$ cat src/rtl/hazard_scoreboard.sv
// hazard_scoreboard: tracks pending register writes across the post-decode
// pipeline and produces forward selects, a decode stall, and issue/stall
// performance counters.
module hazard_scoreboard #(
    parameter int unsigned STAGES   = 3,
    parameter int unsigned LOAD_LAT = 2,
    parameter int unsigned FWD_W    = $clog2(STAGES + 1)
) (
    input  logic             clk,
    input  logic             reset,
    input  logic             issue_valid,
    input  logic [4:0]       issue_rs,
    input  logic [4:0]       issue_rt,
    input  logic             uses_rs,
    input  logic             uses_rt,
    input  logic             issue_wr_en,
    input  logic [4:0]       issue_wr_reg,
    input  logic             issue_is_load,
    input  logic             flush,
    output logic             stall,
    output logic             issue_fire,
    output logic [FWD_W-1:0] fwd_a,
    output logic [FWD_W-1:0] fwd_b,
    output logic [31:0]      issue_count,
    output logic [31:0]      stall_count
);

    localparam int unsigned REG_W = 5;
    localparam int unsigned CNT_W = 32;

    // Per-stage entry; v is only set for instructions that write a register.
    logic [STAGES:1]  v_q;
    logic [STAGES:1]  ld_q;
    logic [REG_W-1:0] dst_q [1:STAGES];

    logic [CNT_W-1:0] issue_cnt_q;
    logic [CNT_W-1:0] stall_cnt_q;

    logic haz_a;
    logic haz_b;

    // Youngest-match search per operand; scanning oldest to youngest lets the
    // lowest stage overwrite any older match.
    always_comb begin
        fwd_a = '0;
        fwd_b = '0;
        haz_a = 1'b0;
        haz_b = 1'b0;
        for (int k = int'(STAGES); k >= 1; k--) begin
            if (uses_rs && (issue_rs != '0) && v_q[k] && (dst_q[k] != '0) &&
                (dst_q[k] == issue_rs)) begin
                fwd_a = FWD_W'(k);
                haz_a = ld_q[k] && (k < int'(LOAD_LAT));
            end
            if (uses_rt && (issue_rt != '0) && v_q[k] && (dst_q[k] != '0) &&
                (dst_q[k] == issue_rt)) begin
                fwd_b = FWD_W'(k);
                haz_b = ld_q[k] && (k < int'(LOAD_LAT));
            end
        end
    end

    // Decode control; flush suppresses both stall and fire.
    always_comb begin
        stall      = issue_valid && !flush && (haz_a || haz_b);
        issue_fire = issue_valid && !flush && !stall;
    end

    // Valid bits shift every cycle; stalls and flushes inject bubbles.
    always_ff @(posedge clk) begin
        if (reset) begin
            v_q <= '0;
        end else begin
            for (int k = int'(STAGES); k >= 2; k--) begin
                v_q[k] <= v_q[k-1];
            end
            v_q[1] <= issue_fire && issue_wr_en;
        end
    end

    // Entry payload shifts alongside the valid bits; no reset needed.
    always_ff @(posedge clk) begin
        for (int k = int'(STAGES); k >= 2; k--) begin
            dst_q[k] <= dst_q[k-1];
            ld_q[k]  <= ld_q[k-1];
        end
        dst_q[1] <= issue_wr_reg;
        ld_q[1]  <= issue_is_load;
    end

    // Saturating performance counters.
    always_ff @(posedge clk) begin
        if (reset) begin
            issue_cnt_q <= '0;
            stall_cnt_q <= '0;
        end else begin
            if (issue_fire && (issue_cnt_q != '1)) begin
                issue_cnt_q <= issue_cnt_q + CNT_W'(1);
            end
            if (stall && (stall_cnt_q != '1)) begin
                stall_cnt_q <= stall_cnt_q + CNT_W'(1);
            end
        end
    end

    assign issue_count = issue_cnt_q;
    assign stall_count = stall_cnt_q;

endmodule
$ cat config.mk
export PLATFORM = sky130hd
export DESIGN_NAME = hazard_scoreboard
export DESIGN_NICKNAME = d
export VERILOG_FILES = /design/src/rtl/hazard_scoreboard.sv
export SDC_FILE = /design/constraint.sdc
export NUM_CORES = 1
export LEC_CHECK = 0
export ABC_CLOCK_PERIOD_IN_PS = 3800
export BUFFER_PORTS_ARGS = -buffer_cell sky130_fd_sc_hd__buf_4
export CAP_MARGIN = 20
export CORE_UTILIZATION = 45
export DETAILED_ROUTE_END_ITERATION = 16
export PLACE_DENSITY = 0.66
export SLEW_MARGIN = 30
export SYNTH_ARGS = -nofsm -noshare
export SYNTH_HDL_FRONTEND = slang
export SYNTH_SLANG_ARGS = --single-unit
export TNS_END_PERCENT = 20
$ cat constraint.sdc
create_clock -name clk -period 3.8 [get_ports clk]
set_input_delay 0.76 -clock clk [delete_from_list [all_inputs] [get_ports clk]]
set_output_delay 0.76 -clock clk [all_outputs]
set_load 0.02 [all_outputs]
==> results.md <==
- Register area share after synthesis: between 30% and 40%
- Final setup fails: 0
- Register area: ~1700 sq um
- Congestion Overflow GR: 0
- CTS Hold Bufs: 0
- P_leak: 1.88 nW
- Initial Util: between 40% and 50%
- WL final: 10.2 mm
- I/O pin total: 93
- Synth warn: 0
- Port bufs: 92
- Worst Skew: between 0.009 and 0.01 ns
- Initial DRT Pass Iterations: 4
- PwrDens: 332 nW/um^2
- Fin worst setup slack: roughly 0.67 ns
- Max stage delay cell, worst path: or4_1
- Max-cap viol count: 0
- Clock sink count: 83
- Drt wl/cell: roughly 14 um
- Die X: roughly 100 um
- First-pass GRT wire length: 17.1 mm
- Number of flops mapped to enable cells by yosys: 0
- Commonest non-fill, non-tap cell in the layout: buf_4
- Slew HR: 44.0%
- Ys flop type: dfxtp_1
- Buffers plus inverters on the worst setup path: 3
- Post-Syn Area: roughly 4300 sq um
- Critical path required time: roughly 3.0 ns
- DR vias: around 4,000
- FMAX: between 300 and 400 MHz
- Clock slew at the register clock pins of the worst setup and hold paths: approximately 0.080 ns
- Critical Path AT: between 2 and 2.5 ns
- Largest net degree at the start of global routing: 86
- DRC: 0
- Row count: 35
- Core footprint: a little over 9000 sq um
- Slew @ Worst Pin: ~0.84 ns
- Crit Path Max Fanout: 17
- CTS HTree Levels: 3
- Max Slew Vio Count: 0
- Mapped Nets: between 500 and 600
- Area occupied by multi-input gates: between 2000 and 2500 sq um
- Die ar.: 9900 sq um
- Worst skew pair latency: about 0.35 ns
- Die Height: about 100 um
- Post-layout minimum cycle time: 3.13 ns
- VDD IR-drop max: between 150 and 200 uV
- Crit-path cells: buf_4, or4_1, o21ai_2, or4_4, nand3_4, inv_1, buf_4
- Num CTS Buffers: 9
- Clk buf depth: 2
- TritonCTS clock tree: yes
- Flop and latch count out of synthesis: between 80 and 90
- First DRT Iteration DRCs: around 140
- N_diodes: 0
- TNS Setup: 0 ns
- Critical Path Most Common Cell: buf_4
- Crit-path leading delay family: simple AND/OR/NAND/NOR gates
- Hold WC Path Type: flop to flop
- Initial antenna violation count: 0
- Post-synthesis cell type count: a little under 50
- Root cell of the clock tree: clkbuf_8
- Max incr delay on CP: between 0.5 and 0.6 ns
- Startpoint Class: input port
- RSZ-0062 raised after global routing: false
- Vias/cell: between 5 and 6
- Endpoints failing hold: 0
- Setup Fix Bufs, Post-CTS: 0
- Hpwl dp: about 7.3 mm
- Setup WS pre-CTS: between 0.5 and 0.6 ns
- Syn Inst Count: approximately 500
- Total track usage: a little over a fifth
- Share of cells above drive strength 1: approximately a quarter
- Status: finished, final reports clean
- Tcrit/Tclk final: just over 80%
- Mapped Avg Cell Area: ~8.5 sq um
- Antenna Violating Nets Remaining: 0
- PostCTS Resize Cnt: 0
- Most frequent cells in the layout: 96 x buf_4, 83 x dfxtp_1, 46 x a21oi_1
- Kind of critical path: input port to output port
- Filler instances: 881
- RD Place Congestion: 0.850
- Vias in the first global route: ~3,600
- FFs w/ async S/R, synth: 0%
- Area growth from synthesis to layout: 23.9%
- Nets: ~610
- CP endpoint kind: output port
-- synthesized netlist by cell type, types with 2 or more instances --
cell,count,area (sq um)
o21ai_2,3,26.3
nor2_1,38,143
xnor2_1,19,166
a21oi_1,46,230
nor3b_1,2,15.0
nand3_1,26,130
dfxtp_1,83,1660
and3_1,3,18.8
mux2_2,15,169
xor2_1,14,123
clkbuf_1,17,63.8
nor3_2,2,20.0
nand2b_1,4,25.0
or4_1,24,180
nor4_1,8,50.1
nor4_2,2,25.0
or2_2,4,25.0
ha_1,2,25.0
nor2b_1,18,113
nor4b_1,2,17.5
inv_1,13,48.8
or3_1,19,119
o21ai_0,22,110
buf_2,5,25.0
nand4_1,23,144
and2_1,2,12.5
o211ai_1,2,15.0
and4_1,3,26.3
o31ai_1,18,135
nor3_1,13,65.1
nand3b_1,2,15.0
nand2_1,25,93.8
a31o_2,5,43.8
or4_4,3,33.8
-- power by group --
group          internal, mW  switching [mW]  total [mW]
combinational        0.0448          0.0572       0.102
clock                 0.453           0.311       0.764
sequential            0.880          0.0145       0.894
total                  1.38           0.382        1.76
-- through the flow --
step           cells  area (sq um)  hold slack, ns  power (mW)  util, %
2_1_floorplan    502          4280           0.381       0.974        -
3_3_place_gp     704          5060           0.398        1.01     54.8
3_5_place_dp     704          5060           0.396        1.02     54.8
4_1_cts          720          5300           0.409        1.78     57.4
5_1_grt          720          5300           0.420        1.82     57.4
6_report         720          5300           0.408        1.76     57.4
-- worst paths after layout --
| path | from | end | slack, ns | cells after the start |
|---|---|---|---|---|
| setup / recovery | issue_rs[1] | issue_fire | 0.67 | 7 |
| hold / removal | dst_q[0][9] | dst_q[0][14] | 0.41 | 0 |
| setup reg to reg | dst_q[0][6] | issue_count[28] | 1.11 | 7 |
| hold reg to reg | dst_q[0][9] | dst_q[0][14] | 0.41 | 0 |
-- registers in the layout (all words and copies together) (netlist names) --
| signal | count |
|---|---|
| v_q | 3 |
| issue_count | 32 |
| ld_q | 1 |
| dst_q | 15 |
| stall_count | 32 |
-- routing by layer --
layer	GRT usage, %	wire [um]	part of all wire (%)
met1	27.7	4730	46
met2	35.8	4990	49
met3	3.65	375	3.7
met4	8.03	123	1.2
met5	0	0	0
-- logic make-up after synthesis --
family,count (synthesis),share of synthesized area (%)
mux,16,4.18
flops,83,38.8
compound gates,104,15.1
fa+ha+maj,2,0.585
buf+inv,36,3.48
simple gates,228,31.0
xor+xnor,33,6.75
-- layout make-up --
type                    count  area share (%)
well taps                 129            3.04
inverters                  13           0.920
flip-flops and latches     83            31.3
clock inverters             5            1.89
repair buffers             96            13.6
multi-input cells         383            46.6
clock buffers              11            2.67
No activity file was read; power rests on OpenSTA's default activity.
